--- src/rtl/gcd_pkg.sv ---
// Shared constants and driver FSM encoding for the GCD core, its request driver and benches.
// Pure declarations: no latency, no backpressure.
package gcd_pkg;

    localparam int GCD_WIDTH   = 8;
    localparam int GCD_TIMEOUT = 255;

    typedef enum logic [1:0] {
        IDLE  = 2'd0,
        ISSUE = 2'd1,
        WAIT  = 2'd2,
        HOLD  = 2'd3
    } drv_state_t;

endpackage

--- src/rtl/gcd_drv_timer.sv ---
// Transaction timer: clr restarts counting, en advances it, tc marks count TIMEOUT-1.
// One-cycle register latency, no backpressure; GCD_DRV_LAT_EN exports the count as a latency value.
module gcd_drv_timer #(
    parameter int TIMEOUT = 255,
    parameter int CNT_W   = 16
) (
    input  logic             clk,
    input  logic             rst,
    input  logic             clr,
    input  logic             en,
    output logic             tc
`ifdef GCD_DRV_LAT_EN
    ,
    output logic [CNT_W-1:0] cnt
`endif
);

    logic [CNT_W-1:0] cnt_q;

    // The clear cycle is elapsed cycle 0, so the first counted cycle after it reads 1.
    always_ff @(posedge clk) begin
        if (rst) begin
            cnt_q <= '0;
        end else if (clr) begin
            cnt_q <= CNT_W'(1);
        end else if (en) begin
            cnt_q <= cnt_q + CNT_W'(1);
        end
    end

    assign tc = (cnt_q == CNT_W'(TIMEOUT - 1));

`ifdef GCD_DRV_LAT_EN
    assign cnt = cnt_q;
`endif

endmodule

--- src/rtl/gcd_req_driver.sv ---
// Initiator for the GCD START/DONE handshake; one outstanding request, result held until OUT_READY.
// OUT_VALID rises one cycle after DONE (or timeout); GCD_DRV_LAT_EN adds OUT_LAT/MAX_LAT latency outputs.
module gcd_req_driver
    import gcd_pkg::*;
#(
    parameter int WIDTH   = GCD_WIDTH,
    parameter int TIMEOUT = GCD_TIMEOUT,
    parameter int CNT_W   = 16
) (
    input  logic             CLK,
    input  logic             RST,
    input  logic             IN_VALID,
    output logic             IN_READY,
    input  logic [WIDTH-1:0] IN_A,
    input  logic [WIDTH-1:0] IN_B,
    output logic             GCD_START,
    output logic [WIDTH-1:0] GCD_A,
    output logic [WIDTH-1:0] GCD_B,
    input  logic [WIDTH-1:0] GCD_Y,
    input  logic             GCD_DONE,
    input  logic             GCD_ERROR,
    output logic             OUT_VALID,
    input  logic             OUT_READY,
    output logic [WIDTH-1:0] OUT_Y,
    output logic             OUT_ERR,
    output logic             OUT_TO
`ifdef GCD_DRV_LAT_EN
    ,
    output logic [CNT_W-1:0] OUT_LAT,
    output logic [CNT_W-1:0] MAX_LAT
`endif
);

    drv_state_t state_q, state_d;
    logic       tc;

`ifdef GCD_DRV_LAT_EN
    logic [CNT_W-1:0] cnt;
`endif

    gcd_drv_timer #(
        .TIMEOUT (TIMEOUT),
        .CNT_W   (CNT_W)
    ) u_timer (
        .clk (CLK),
        .rst (RST),
        .clr (state_q == ISSUE),
        .en  (state_q == WAIT),
        .tc  (tc)
`ifdef GCD_DRV_LAT_EN
        ,
        .cnt (cnt)
`endif
    );

    always_ff @(posedge CLK) begin
        if (RST) begin
            state_q <= IDLE;
        end else begin
            state_q <= state_d;
        end
    end

    // Handshake strobes are state decodes, masked while reset drops the transaction.
    always_comb begin
        state_d   = state_q;
        IN_READY  = 1'b0;
        GCD_START = 1'b0;
        OUT_VALID = 1'b0;
        case (state_q)
            IDLE: begin
                IN_READY = !RST;
                if (IN_VALID) state_d = ISSUE;
            end
            ISSUE: begin
                GCD_START = !RST;
                state_d   = WAIT;
            end
            WAIT: begin
                if (GCD_DONE || tc) state_d = HOLD;
            end
            HOLD: begin
                OUT_VALID = !RST;
                if (OUT_READY) state_d = IDLE;
            end
            default: state_d = IDLE;
        endcase
    end

    always_ff @(posedge CLK) begin
        if (RST) begin
            GCD_A   <= '0;
            GCD_B   <= '0;
            OUT_Y   <= '0;
            OUT_ERR <= 1'b0;
            OUT_TO  <= 1'b0;
        end else begin
            if (state_q == IDLE && IN_VALID) begin
                GCD_A <= IN_A;
                GCD_B <= IN_B;
            end
            // DONE has priority over a coinciding timeout.
            if (state_q == WAIT) begin
                if (GCD_DONE) begin
                    OUT_Y   <= GCD_Y;
                    OUT_ERR <= GCD_ERROR;
                    OUT_TO  <= 1'b0;
                end else if (tc) begin
                    OUT_Y   <= '0;
                    OUT_ERR <= 1'b0;
                    OUT_TO  <= 1'b1;
                end
            end
        end
    end

`ifdef GCD_DRV_LAT_EN
    always_ff @(posedge CLK) begin
        if (RST) begin
            OUT_LAT <= '0;
            MAX_LAT <= '0;
        end else if (state_q == WAIT) begin
            if (GCD_DONE) begin
                OUT_LAT <= cnt;
                if (cnt > MAX_LAT) MAX_LAT <= cnt;
            end else if (tc) begin
                OUT_LAT <= '0;
            end
        end
    end
`endif

endmodule

--- config.mk ---
export PLATFORM = sky130hd
export DESIGN_NAME = gcd_req_driver
export DESIGN_NICKNAME = d
export VERILOG_FILES = /design/src/rtl/gcd_pkg.sv /design/src/rtl/gcd_drv_timer.sv /design/src/rtl/gcd_req_driver.sv
export SDC_FILE = /design/constraint.sdc
export NUM_CORES = 1
export LEC_CHECK = 0
export BUFFER_PORTS_ARGS = -buffer_cell sky130_fd_sc_hd__buf_2
export CORE_MARGIN = 10
export CORE_UTILIZATION = 50
export DETAILED_ROUTE_END_ITERATION = 12
export PLACE_DENSITY_LB_ADDON = 0.1
export SLEW_MARGIN = 20
export SYNTH_ARGS = -nofsm -noshare
export SYNTH_HDL_FRONTEND = slang
export SYNTH_SLANG_ARGS = --single-unit
--- constraint.sdc ---
create_clock -name CLK -period 3.4 [get_ports CLK]
set_input_delay 0.34 -clock CLK [delete_from_list [all_inputs] [get_ports CLK]]
set_output_delay 0.34 -clock CLK [all_outputs]
set_load 0.01 [all_outputs]
=== Word level (Yosys, flattened, before mapping) ===
Cells that the tools add are included.

* $add $sub $neg: 1
* Equal/unequal tests: 7
* Mux-type cells: 15
* Reduce and logical (&&, ||, !) cells: 9

{| class="wikitable"
|+ Operator list
! cell !! count
|-
| 16-bit by 1-bit adder with 16-bit output (second input constant) || 1
|-
| 16-bit by 8-bit == test with 1-bit output (second input constant) || 1
|-
| 8-bit 2-to-1 mux || 2
|-
| 1-bit 2-to-1 mux || 9
|-
| 2-bit one-hot mux with 4 select lines || 1
|-
| 2-bit 2-to-1 mux || 3
|-
| 2-bit != test (second input constant) || 3
|-
| 2-bit == test (second input constant) || 2
|-
| 2-bit nonzero test || 2
|-
| 3-bit AND reduction || 1
|-
| 2-bit by 1-bit == test with 1-bit output (second input constant) || 1
|-
| 2-bit logical NOT || 1
|-
| 2-bit AND reduction || 1
|-
| 2-bit OR reduction || 1
|-
| 1-bit logical AND || 1
|-
| 1-bit logical NOT || 1
|-
| 1-bit logical OR || 1
|}

* Register bits: 44
* Bits of input ports: 30
* Output and inout port bits: 29
* Logic and storage cells: 40

=== Logic depth before layout (Yosys ltp) ===
Gate-level depths: netlist (run 1).

* Depth after elaboration: 4
* Mapped depth: 7
* Mapped depth without buffers: 6

=== Modules after synthesis ===
From an unflattened synthesis (run 1), not the netlist that was laid out.

* Cell total of the unflattened synthesis: 216
* Area total of the unflattened synthesis: 1880.6 µm²

{| class="wikitable"
|+ By module, submodules not included
! module !! times used !! cells an instance !! area each (µm²) !! sequential area each (µm²)
|-
| gcd_req_driver || 1 || 127 || 1087.3 || 560.5
|-
| gcd_drv_timer || 1 || 89 || 793.3 || 320.3
|}

=== Worst setup path after synthesis (run 1) ===
OpenSTA, ideal clock, no wires.

* Kind: flip-flop to flip-flop
* Start point: register state_q[0]
* End point: register u_timer.cnt_q[15]
* Library setup time: 118 ps
* Data arrival time: 1742 ps
* Data required time: 3282 ps
* Slack: 1540 ps
* Cell stages (with the launch flop): 7
* Buffers on the path: 0
* Clock period less this slack: 1860 ps
* Cell sequence: dfxtp_1 inv_1 ha_1 nand4_4 or4_4 or3_1 mux2i_1

* Longest elaborated chain between the ends: 2
* Elaborated cells between the ends (all ways): 3
* Classes of those cells: 2 x eq/ne; 1 x reduce/logical

{| class="wikitable"
|+ Ends and longest elaborated chain
! item !! RTL line !! text
|-
| start: declaration || gcd_req_driver.sv:34 || <nowiki>drv_state_t state_q, state_d;</nowiki>
|-
| start signal: assignment || gcd_req_driver.sv:60 || <nowiki>state_q <= state_d;</nowiki>
|-
| 2-bit by 1-bit == test with 1-bit output || gcd_req_driver.sv:47 || <nowiki>.clr (state_q == ISSUE),</nowiki>
|-
| 2-bit OR reduction (no line) || - ||
|-
| end signal: assignment || gcd_drv_timer.sv:27 || <nowiki>cnt_q <= cnt_q + CNT_W'(1);</nowiki>
|-
| end: declaration || gcd_drv_timer.sv:18 || <nowiki>logic [CNT_W-1:0] cnt_q;</nowiki>
|}

Parallel ways exist; a longest one is shown, timed or not.
A chain may end at the register's enable or synchronous reset.

=== Final worst setup path (run 1) ===
Ends and elaborated chain as after synthesis.

==> results of run 1 <==
[stage by stage]
step	instance area (um^2)	setup slack [ns]
3_3_place_gp	2260	1.32
4_1_cts	2370	1.25
2_1_floorplan	1960	1.54
3_5_place_dp	2260	1.27
6_report	2370	1.27
5_1_grt	2370	1.10
[layout make-up]
class                           instances  area (um^2)
Clock buffer                            5         68.8
Clock inverter                          3         42.5
Fill cell                             337         1350
Inverter                                8         30.0
Multi-Input combinational cell        168          990
Sequential cell                        44          881
Tap cell                               48         60.1
Timing Repair Buffer                   59          298
[power by group through the flow]
stage	logic (mW)	registers [mW]	clock network [mW]
2_1_floorplan	0.322	0.653	0
3_3_place_gp	0.469	0.631	0
3_5_place_dp	0.478	0.634	0
4_1_cts	0.480	0.623	0.401
5_1_grt	0.542	0.632	0.412
6_report	0.471	0.623	0.389
[metal layers]
metal  vias to the layer above  routed length [um]  track usage
met5                         -                   0            0
met4                         0                  25       0.0502
met3                         2                 461       0.0432
met2                        46                1960        0.194
met1                       767                2070        0.167
li1                        930                   -            -
[cells in the mapped netlist, types with 2 or more instances]
| cell | instances |
|---|---|
| a31oi_1 | 9 |
| xnor2_1 | 2 |
| a211oi_1 | 2 |
| nor3_1 | 4 |
| a311oi_1 | 9 |
| ha_1 | 7 |
| or3_1 | 6 |
| inv_1 | 8 |
| mux2i_1 | 2 |
| xor2_1 | 6 |
| o21ai_0 | 4 |
| dfxtp_1 | 44 |
| a31o_2 | 2 |
| nor2_1 | 16 |
| nor4_1 | 2 |
| clkbuf_1 | 12 |
| nand2_1 | 41 |
| nand3_1 | 13 |
| nand4_1 | 5 |
| buf_1 | 3 |
| a21oi_1 | 23 |
[worst reg2reg max path, cell delays in order, from the launching register on]
cell	delay, ns
dfxtp_1	0.33
inv_1	0.12
ha_1	0.37
nand4_4	0.19
or4_4	0.53
or3_1	0.37
mux2i_1	0.12
[flip-flops by register name, indices dropped and copies added (netlist names)]
signal / count
GCD_A: 8
GCD_B: 8
OUT_ERR: 1
OUT_TO: 1
OUT_Y: 8
state_q: 2
u_timer.cnt_q: 16
[cells by family (layout without fill, tap and decap cells)]
family | Yosys count | in the layout | synth area share
simple gates | 98 | 98 | 0.244
compound gates | 53 | 53 | 0.170
flops | 44 | 44 | 0.449
buf+inv | 24 | 75 | 0.0466
xor+xnor | 8 | 8 | 0.0357
fa+ha+maj | 7 | 7 | 0.0446
mux | 2 | 2 | 0.0102
[cells in the final DEF (no fill, tap or decap), types with 5 or more instances in the layout]
master    synthesis  layout
dfxtp_1          44      44
nand4_1           5       5
nor2_1           16      16
a21oi_1          23      23
a31oi_1           9       9
nand3_1          13      13
clkbuf_8          0       5
a311oi_1          9       9
inv_1             8       8
nand2_1          41      41
ha_1              7       7
buf_2             1      58
or3_1             6       6
xor2_1            6       6
[worst max-delay path by stage]
stage	slack, ns	endpoint	startpoint
global route	1.10	u_timer.cnt_q[15]	state_q[0]
floorplan	1.54	u_timer.cnt_q[15]	state_q[0]
detailed placement	1.27	u_timer.cnt_q[15]	state_q[0]
global placement	1.32	u_timer.cnt_q[15]	state_q[0]
CTS	1.25	u_timer.cnt_q[15]	state_q[0]
finish	1.27	u_timer.cnt_q[15]	state_q[0]
==> reports/qor.csv, run 1 <==
stage,metric,value,unit
sta,setup_viol,0,
critical_path,rr_endpoint,u_timer.cnt_q[15],
sta,grt_setup_unrepaired,no,
cells_and_area,layout-drive-gt1-share,0.251,
critical_path,max_stage_delay,0.53,ns
yosys,syn_nets,273,
sta,whs,0.275,ns
yosys,synth_area_leader_cell,dfxtp_1,
floorplanning,io_pins,59,
global_routing,grt-ovfl-total,0,
floorplanning,fp.dieArea,6830,um^2
critical_path,critPathCaptureType,flop,
sta,fin_crit_sh,0.627,
sta,drv_slew,0,
sta,period_needed,2.13,ns
yosys,synth_top_cells_by_area,"dfxtp_1, nand2_1, a21oi_1",
yosys,async_flop_share,0,
clock_network,postCtsHoldBufs,0,
placement,hpwl,3.25,mm
routing,routed_wl,4.52,mm
power_and_ir_drop,p_int,0.971,mW
routing,drtAntennaViolNets,0,
yosys,synth_edf_count,0,
yosys,netlist_area,1960,um^2
cells_and_area,antennaDiodeCount,0,
worst_hold_path,hold_start,IN_A[1],
run,drv_cap,0,
worst_hold_path,hold_path.class,in2reg,
sta,skew,0.00633,ns
critical_path,crit_type,reg2reg,
floorplanning,rows,22,
power_and_ir_drop,clock_power_share,0.263,
yosys,syn_avg_cell_area,8.31,um^2
yosys,yosysSeqAreaShare,0.449,
placement,dp_cells,327,
yosys,yosys_warnings,0,
global_routing,first_global_vias,1589,
yosys,yosys.cell_types.count,37,
power_and_ir_drop,seqPwrFrac,0.420,
placement,port_buffers,58,
yosys,synth_top_cell_area_share,0.449,
cells_and_area,layout.cells.non_filler,335,
global_routing,antenna_found_initial,0,
critical_path,crit_arrival,2.33,ns
floorplanning,coreArea,3720,um^2
critical_path,path_buf_inv,1,
status,outcome,"finished, final reports clean",
yosys,synthCells,236,
clock_network,cts_resized,0,
power_and_ir_drop,p_comb_frac,0.317,
sta,hold_viol_final,0,
yosys,ys_ff_latch,44,
routing,drc,0,
routing,drt_pass1_iterations,4,
critical_path,cpMaxStageDelayCell,or4_4,
clock_network,clk_pin_slew_worst_paths,0.08,ns
critical_path,critPathRequiredTime,3.60,ns
power_and_ir_drop,ir_drop,0.625,mV
routing,vias_per_cell,5.21,
cells_and_area,postLayoutCoreUtil,0.638,
global_routing,grt_pass1_wl,7.11,mm
yosys,ys.flop_type,dfxtp_1,
sta,slew_headroom,0.586,
power_and_ir_drop,leakage,0.984,nW
power_and_ir_drop,power.switching,0.512,mW
sta,worstMarginPinSlew,0.621,ns
critical_path,regToRegStartpoint,state_q[0],
clock_network,clock_tree.htree_level_count,2,
critical_path,critPathMaxFanout,8,
floorplanning,fp.dieH,82.6,um
clock_network,cts_root_buffer,clkbuf_8,
worst_hold_path,hold_depth,3,
clock_network,clockBufferDepth,2,
critical_path,r2r.worst_path.cells,6,
critical_path,crit_cells,6,
clock_network,clkLatencyLatePin,0.30,ns
global_routing,grtUsageTotal,0.129,
placement,globalplace.congestion,0.801,
global_routing,grt_max_degree,37,
critical_path,crit_family,simple AND/OR/NAND/NOR gates,
floorplanning,dieWidth,82.6,um
clock_network,cts_tree,yes,
critical_path,r2r_slack,1.27,ns
power_and_ir_drop,switching_share,0.345,
power_and_ir_drop,powerDensity,626,nW/um^2
sta,tns,0,ns
worst_hold_path,min_to,GCD_A[1],
cells_and_area,nNetsFinal,323,
routing,via_count,1745,
power_and_ir_drop,p_total,1.48,mW
routing,drt_iter0_markers,78,
clock_network,cts-buffers-inserted,5,
critical_path,worstPathCellList,"inv_1, ha_1, nand4_4, or4_4, or3_1, mux2i_1",
clock_network,post_cts_buffers,0,
sta,max_freq,469,MHz
floorplanning,initial_core_util,0.528,
critical_path,startpoint_type,flop,
clock_network,clock_sinks,44,
routing,drt-wirelength-per-cell,13.5,um
cells_and_area,syn2layout_area_growth,20.8,%
No activity file was read; power rests on OpenSTA's default activity.
==> run 2: changes to the inputs <==
--- a/config.mk
+++ b/config.mk
@@ -7,7 +7,7 @@
 export LEC_CHECK = 0
 export BUFFER_PORTS_ARGS = -buffer_cell sky130_fd_sc_hd__buf_2
 export CORE_MARGIN = 10
-export CORE_UTILIZATION = 50
+export CORE_UTILIZATION = 46
 export DETAILED_ROUTE_END_ITERATION = 12
 export PLACE_DENSITY_LB_ADDON = 0.1
 export SLEW_MARGIN = 20
==> constraint.sdc (replaced) <==
create_clock -name CLK -period 1.8 [get_ports CLK]
set_input_delay 0.18 -clock CLK [delete_from_list [all_inputs] [get_ports CLK]]
set_output_delay 0.18 -clock CLK [all_outputs]
set_load 0.01 [all_outputs]
==> run 2 against run 1 <==
Net effect:
- non-clock buffer count is 12 higher
- first-iteration DRC count is 31% lower
- utilization is 3.0 points lower
- setup slack worse by 1.2 ns
- total power is 93% higher
- clock power is 82% higher
- via count is 3.7% higher
- routed wire length is 0.27% higher
- combinational power is 110% higher
- die area is 6.6% higher
- sequential power is 89% higher
- critical path depth is 1 lower
- critical path type unchanged
==> reports/qor.csv, run 2 (synthesized netlist as in run 1, its figures left out) <==
stage,metric,value,unit,change
status,outcome,"finished, final reports clean",,unchanged
global_routing,first_global_vias,1737,,"was 1,589"
critical_path,crit_arrival,1.93,ns,was 2.33 ns
power_and_ir_drop,ir_drop,0.522,mV,was 0.625 mV
cells_and_area,syn2layout_area_growth,25.8,%,was 20.8%
clock_network,post_cts_buffers,0,,unchanged
routing,drt_iter0_markers,54,,was 78
cells_and_area,antennaDiodeCount,0,,unchanged
placement,hpwl,3.40,mm,was 3.25 mm
sta,period_needed,1.74,ns,was 2.13 ns
global_routing,grt-ovfl-total,0,,unchanged
critical_path,rr_endpoint,u_timer.cnt_q[15],,unchanged
clock_network,clkLatencyLatePin,0.29,ns,was 0.30 ns
global_routing,grt_pass1_wl,7.76,mm,was 7.11 mm
routing,drt-wirelength-per-cell,13.1,um,was 13.5 um
cells_and_area,layout-drive-gt1-share,0.293,,was 0.251
cells_and_area,final_common_cell,buf_2,,unchanged
clock_network,postCtsHoldBufs,0,,unchanged
sta,setup_viol,0,,unchanged
cells_and_area,layout_common_cells,"buf_2, dfxtp_1, nand2_1",,unchanged
floorplanning,io_pins,59,,unchanged
sta,skew,0.0104,ns,was 0.00633 ns
cells_and_area,postLayoutCoreUtil,0.608,,was 0.638
routing,drc,0,,unchanged
floorplanning,rows,23,,was 22
power_and_ir_drop,switching_share,0.339,,was 0.345
power_and_ir_drop,power.switching,0.971,mW,was 0.512 mW
global_routing,grtUsageTotal,0.127,,was 0.129
floorplanning,dieWidth,85.3,um,was 82.6 um
placement,globalplace.congestion,0.797,,was 0.801
floorplanning,fp.dieArea,7280,um^2,was 6830 um^2
power_and_ir_drop,clock_power_share,0.247,,was 0.263
clock_network,cts_root_buffer,clkbuf_8,,unchanged
critical_path,startpoint_type,flop,,unchanged
sta,fin_crit_sh,0.966,,was 0.627
global_routing,grt_max_degree,39,,was 37
floorplanning,coreArea,4060,um^2,was 3720 um^2
sta,slew_headroom,0.720,,was 0.586
worst_hold_path,hold_path.class,in2reg,,unchanged
critical_path,crit_type,reg2reg,,unchanged
routing,routed_wl,4.53,mm,was 4.52 mm
sta,whs,0.115,ns,was 0.275 ns
critical_path,max_stage_delay,0.49,ns,was 0.53 ns
sta,tns,0,ns,unchanged
cells_and_area,regMostFlops,u_timer.cnt_q,,unchanged
critical_path,critPathMaxFanout,3,,was 8
routing,vias_per_cell,5.22,,was 5.21
sta,hold_viol_final,0,,unchanged
worst_hold_path,min_to,GCD_A[6],,was GCD_A[1]
cells_and_area,num-fill-cells,377,,was 337
run,drv_cap,0,,unchanged
power_and_ir_drop,p_comb_frac,0.341,,was 0.317
power_and_ir_drop,seqPwrFrac,0.412,,was 0.420
global_routing,antenna_found_initial,0,,unchanged
worst_hold_path,hold_start,IN_A[6],,was IN_A[1]
critical_path,r2r_slack,0.06,ns,was 1.27 ns
clock_network,cts-buffers-inserted,5,,unchanged
critical_path,regToRegStartpoint,state_q[1],,was state_q[0]
routing,via_count,1810,,"was 1,745"
sta,timing.final.ws_setup,0.0616,ns,was 1.27 ns
placement,pre_cts_ws,0.0471,ns,was 1.27 ns
cells_and_area,nNetsFinal,335,,was 323
power_and_ir_drop,leakage,1.04,nW,was 0.984 nW
floorplanning,initial_core_util,0.484,,was 0.528
worst_hold_path,hold_depth,3,,unchanged
sta,max_freq,575,MHz,was 469 MHz
sta,worstMarginPinSlew,0.421,ns,was 0.621 ns
critical_path,cpMaxStageDelayCell,or4_4,,unchanged
clock_network,cts_tree,yes,,unchanged
power_and_ir_drop,p_int,1.89,mW,was 0.971 mW
critical_path,critPathRequiredTime,1.99,ns,was 3.60 ns
placement,port_buffers,58,,unchanged
routing,drtAntennaViolNets,0,,unchanged
critical_path,critPathCaptureType,flop,,unchanged
clock_network,clockBufferDepth,2,,unchanged
power_and_ir_drop,powerDensity,1160,nW/um^2,was 626 nW/um^2
floorplanning,fp.dieH,85.3,um,was 82.6 um
routing,drt_pass1_iterations,4,,unchanged
critical_path,r2r.worst_path.cells,5,,was 6
sta,drv_slew,0,,unchanged
clock_network,clock_sinks,44,,unchanged
cells_and_area,largest_reg_flops,16,,unchanged
clock_network,clock_tree.htree_level_count,2,,unchanged
clock_network,clk_pin_slew_worst_paths,0.08,ns,about the same
power_and_ir_drop,p_total,2.86,mW,was 1.48 mW
critical_path,worstPathCellList,"ha_4, nand4_4, or4_4, or3_1, mux2i_1",,"was inv_1, ha_1, nand4_4, or4_4, or3_1, mux2i_1"
[run 2: routing by layer]
| metal | track usage | up-vias | share of wire |
|---|---|---|---|
| met5 | 0 | - | 0 |
| met4 | 0.0524 | 0 | 0.016 |
| met3 | 0.0621 | 6 | 0.092 |
| met2 | 0.185 | 48 | 0.42 |
| met1 | 0.154 | 800 | 0.48 |
| li1 | - | 956 | - |
[run 2: cell type report]
class                   count  area, um^2  share of cell area
multi-input cells         168        1000               0.407
clock buffers               5        68.8              0.0279
repair buffers             71         388               0.157
inverters                   8        30.0              0.0122
clock inverters             1        30.0              0.0122
well taps                  50        62.6              0.0254
flip-flops and latches     44         883               0.358
[run 2: power by group through the flow]
| stage | Clock [mW] | Sequential (mW) | Combinational [mW] |
|---|---|---|---|
| floorplan | 0 | 1.24 | 0.620 |
| global placement | 0 | 1.19 | 0.972 |
| detailed placement | 0 | 1.20 | 0.987 |
| CTS | 0.737 | 1.17 | 0.990 |
| global route | 0.769 | 1.20 | 1.12 |
| finish | 0.707 | 1.18 | 0.974 |
[run 2: worst max-delay path by stage]
stage | startpoint | to | slack, ns
after floorplan | state_q[0] | u_timer.cnt_q[15] | 0.005
after global placement | u_timer.cnt_q[0] | u_timer.cnt_q[14] | 0.08
after detailed placement | u_timer.cnt_q[0] | u_timer.cnt_q[14] | 0.05
after CTS | u_timer.cnt_q[0] | u_timer.cnt_q[14] | 0.04
after global routing | u_timer.cnt_q[10] | state_q[0] | -0.005
final | state_q[1] | u_timer.cnt_q[15] | 0.06
[run 2: metrics by stage]
stage / cell area, um^2 / cells
6_report: 2470 / 347
5_1_grt: 2470 / 347
4_1_cts: 2460 / 347
3_5_place_dp: 2360 / 341
3_3_place_gp: 2360 / 341
2_1_floorplan: 1970 / 236
[run 2: critical path: cells and delay by family, from the launching register on]
family	cells	cell delay [ns]
AND/OR/NAND/NOR	3	0.94
flip-flops	1	0.40
multiplexers	1	0.12
adder cells (fa/ha/maj)	1	0.18
[run 2: repair_timing]
action / CTS / global route
endpoints found under the hold margin: 0 / 0
endpoints found under the setup margin: 0 / 13
gates resized for setup: 0 / 4
==> run 3: changes to the inputs <==
--- a/config.mk
+++ b/config.mk
@@ -7,10 +7,11 @@
 export LEC_CHECK = 0
 export BUFFER_PORTS_ARGS = -buffer_cell sky130_fd_sc_hd__buf_2
 export CORE_MARGIN = 10
-export CORE_UTILIZATION = 46
+export CORE_UTILIZATION = 45
 export DETAILED_ROUTE_END_ITERATION = 12
 export PLACE_DENSITY_LB_ADDON = 0.1
 export SLEW_MARGIN = 20
 export SYNTH_ARGS = -nofsm -noshare
 export SYNTH_HDL_FRONTEND = slang
+export SYNTH_HIERARCHICAL = 1
 export SYNTH_SLANG_ARGS = --single-unit
==> run 3 against run 2 <==
Net effect:
- sequential power barely moved
- flip-flop and latch count unchanged
- total power is 9.5% lower
==> reports/qor.csv, run 3 <==
stage,metric,value,unit,change
yosys,ys_ff_latch,44,,unchanged
yosys,netlist_area,1880,um^2,was 1960 um^2
sta,hold_viol_final,0,,unchanged
global_routing,grtUsageTotal,0.121,,was 0.127
cells_and_area,syn2layout_area_growth,25.5,%,was 25.8%
sta,setup_viol,0,,unchanged
floorplanning,coreArea,4030,um^2,was 4060 um^2
routing,drt-wirelength-per-cell,13.3,um,was 13.1 um
sta,skew,0.0115,ns,was 0.0104 ns
power_and_ir_drop,seqPwrFrac,0.444,,was 0.412
yosys,synthCells,216,,was 236
yosys,synth_edf_count,0,,unchanged
cells_and_area,layout-drive-gt1-share,0.310,,was 0.293
cells_and_area,num-fill-cells,391,,was 377
floorplanning,dieWidth,84.6,um,was 85.3 um
yosys,synth_top_cells_by_area,"dfxtp_1, nand2_1, a21oi_1",,unchanged
sta,tns,0,ns,unchanged
yosys,ys.flop_type,dfxtp_1,,unchanged
power_and_ir_drop,ir_drop,0.719,mV,was 0.522 mV
sta,worstMarginPinSlew,0.393,ns,was 0.421 ns
placement,globalplace.congestion,0.701,,was 0.797
worst_hold_path,hold_path.class,in2reg,,unchanged
global_routing,first_global_vias,1544,,"was 1,737"
placement,port_buffers,58,,unchanged
placement,dp_cells,323,,was 341
routing,via_count,1585,,"was 1,810"
floorplanning,initial_core_util,0.467,,was 0.484
clock_network,postCtsHoldBufs,0,,unchanged
yosys,yosysSeqAreaShare,0.468,,was 0.449
power_and_ir_drop,power.switching,0.808,mW,was 0.971 mW
yosys,yosys.cell_types.count,43,,was 37
clock_network,clock_tree.htree_level_count,2,,unchanged
sta,drv_slew,0,,unchanged
routing,drc,0,,unchanged
floorplanning,rows,23,,unchanged
power_and_ir_drop,p_int,1.78,mW,was 1.89 mW
power_and_ir_drop,powerDensity,1100,nW/um^2,was 1160 nW/um^2
placement,hpwl,3.29,mm,was 3.40 mm
critical_path,critPathCaptureType,flop,,unchanged
global_routing,antenna_found_initial,0,,unchanged
critical_path,crit_arrival,1.90,ns,was 1.93 ns
floorplanning,fp.dieArea,7160,um^2,was 7280 um^2
yosys,synth.most_common_cell,dfxtp_1,,unchanged
global_routing,grt_pass1_wl,7.40,mm,was 7.76 mm
routing,routed_wl,4.40,mm,was 4.53 mm
cells_and_area,layout.cells.non_filler,331,,was 347
power_and_ir_drop,clock_power_share,0.286,,was 0.247
routing,drt_iter0_markers,66,,was 54
global_routing,grt_max_degree,28,,was 39
routing,drtAntennaViolNets,0,,unchanged
yosys,syn_nets,253,,was 273
floorplanning,fp.dieH,84.6,um,was 85.3 um
routing,drt_pass1_iterations,4,,unchanged
critical_path,critPathMaxFanout,9,,was 3
sta,slew_headroom,0.738,,was 0.720
clock_network,post_cts_buffers,0,,unchanged
sta,fin_crit_sh,0.929,,was 0.966
cells_and_area,nNetsFinal,317,,was 335
sta,max_freq,598,MHz,was 575 MHz
cells_and_area,antennaDiodeCount,0,,unchanged
critical_path,startpoint_type,flop,,unchanged
status,outcome,"finished, final reports clean",,unchanged
clock_network,clkLatencyLatePin,0.30,ns,was 0.29 ns
clock_network,cts_tree,yes,,unchanged
global_routing,grt-ovfl-total,0,,unchanged
clock_network,clockBufferDepth,2,,unchanged
clock_network,cts-buffers-inserted,5,,unchanged
yosys,synth_area_leader_cell,dfxtp_1,,unchanged
cells_and_area,layout_common_cells,"buf_2, dfxtp_1, nand2_1",,unchanged
yosys,async_flop_share,0,,unchanged
yosys,yosys_warnings,6,,was 0
critical_path,crit_type,reg2reg,,unchanged
cells_and_area,final_common_cell,buf_2,,unchanged
power_and_ir_drop,leakage,1.08,nW,was 1.04 nW
cells_and_area,largest_reg_flops,16,,unchanged
run,drv_cap,0,,unchanged
sta,period_needed,1.67,ns,was 1.74 ns
clock_network,cts_resized,0,,unchanged
critical_path,critPathRequiredTime,2.03,ns,was 1.99 ns
routing,vias_per_cell,4.79,,was 5.22
yosys,synth_top_cell_area_share,0.468,,was 0.449
sta,grt_setup_unrepaired,no,,
cells_and_area,regMostFlops,u_timer/cnt_q,,was u_timer.cnt_q
yosys,syn_avg_cell_area,8.71,um^2,was 8.31 um^2
floorplanning,io_pins,59,,unchanged
power_and_ir_drop,switching_share,0.312,,was 0.339
clock_network,clk_pin_slew_worst_paths,0.09,ns,was 0.08 ns
yosys,synthTopCellsByCount,"dfxtp_1, nand2_1, nor2_1, a21oi_1, a22oi_1",,"was dfxtp_1, nand2_1, a21oi_1, nor2_1, nand3_1"
clock_network,clock_sinks,44,,unchanged
clock_network,cts_root_buffer,clkbuf_8,,unchanged
power_and_ir_drop,p_comb_frac,0.270,,was 0.341
## run 3: logic make-up after synthesis
group / after synthesis / share of synthesized area
AOI/OAI and AO/OA: 41 / 0.136
xor gates and xnor gates: 9 / 0.0419
adders and majority gates: 7 / 0.0466
buffers and inverters: 14 / 0.0319
DFF: 44 / 0.468
muxes: 2 / 0.0106
and+or+nand+nor: 99 / 0.264
## run 3: worst paths after layout
kind	startpoint	endpoint	slack, ns	cells after the start
max	u_timer/cnt_q[0]	OUT_Y[2]	0.13	7
min	IN_B[1]	GCD_B[1]	0.11	3
max reg2reg	u_timer/cnt_q[0]	OUT_Y[2]	0.13	7
min reg2reg	GCD_A[3]	GCD_A[3]	0.45	2
## run 3: layer usage
layer	up-vias	GRT usage	part of all wire
li1	860	-	-
met1	680	0.159	0.49
met2	39	0.172	0.42
met3	6	0.0589	0.081
met4	0	0.0314	0.0098
met5	-	0	0
## run 3: area by class of cell
class                           count  area, um^2  share of cell area
Tap cell                           50        62.6              0.0265
Clock inverter                      2        35.0              0.0148
Clock buffer                        6        72.6              0.0308
Sequential cell                    44         881               0.373
Multi-Input combinational cell    158         940               0.398
Inverter                            5        18.8             0.00795
Timing Repair Buffer               66         350               0.148
## run 3: stage by stage
step,total power [mW],utilization,area [um^2],worst slack [ns],hold slack [ns]
final,2.59,0.586,2360,0.128,0.112
after global placement,1.87,0.559,2250,0.206,0.413
after global routing,2.75,0.586,2360,0.00177,0.106
after floorplan,1.64,-,1880,0.119,0.252
after CTS,2.62,0.586,2360,0.114,0.105
after detailed placement,1.88,0.559,2250,0.136,0.424
## run 3: critical path, cell delays in order, from the launching register on
cell and delay (ns):
dfxtp_1 0.43, inv_1 0.07, ha_1 0.19, nor4b_1 0.14, and3_1 0.19, o21ai_2 0.34
a22oi_1 0.16, nor2_1 0.10
## run 3: power by group through the flow
stage | registers [mW] | logic, mW | clock network (mW)
2_1_floorplan | 1.20 | 0.435 | 0
3_3_place_gp | 1.17 | 0.704 | 0
3_5_place_dp | 1.17 | 0.712 | 0
4_1_cts | 1.15 | 0.715 | 0.759
5_1_grt | 1.16 | 0.803 | 0.790
6_report | 1.15 | 0.699 | 0.741
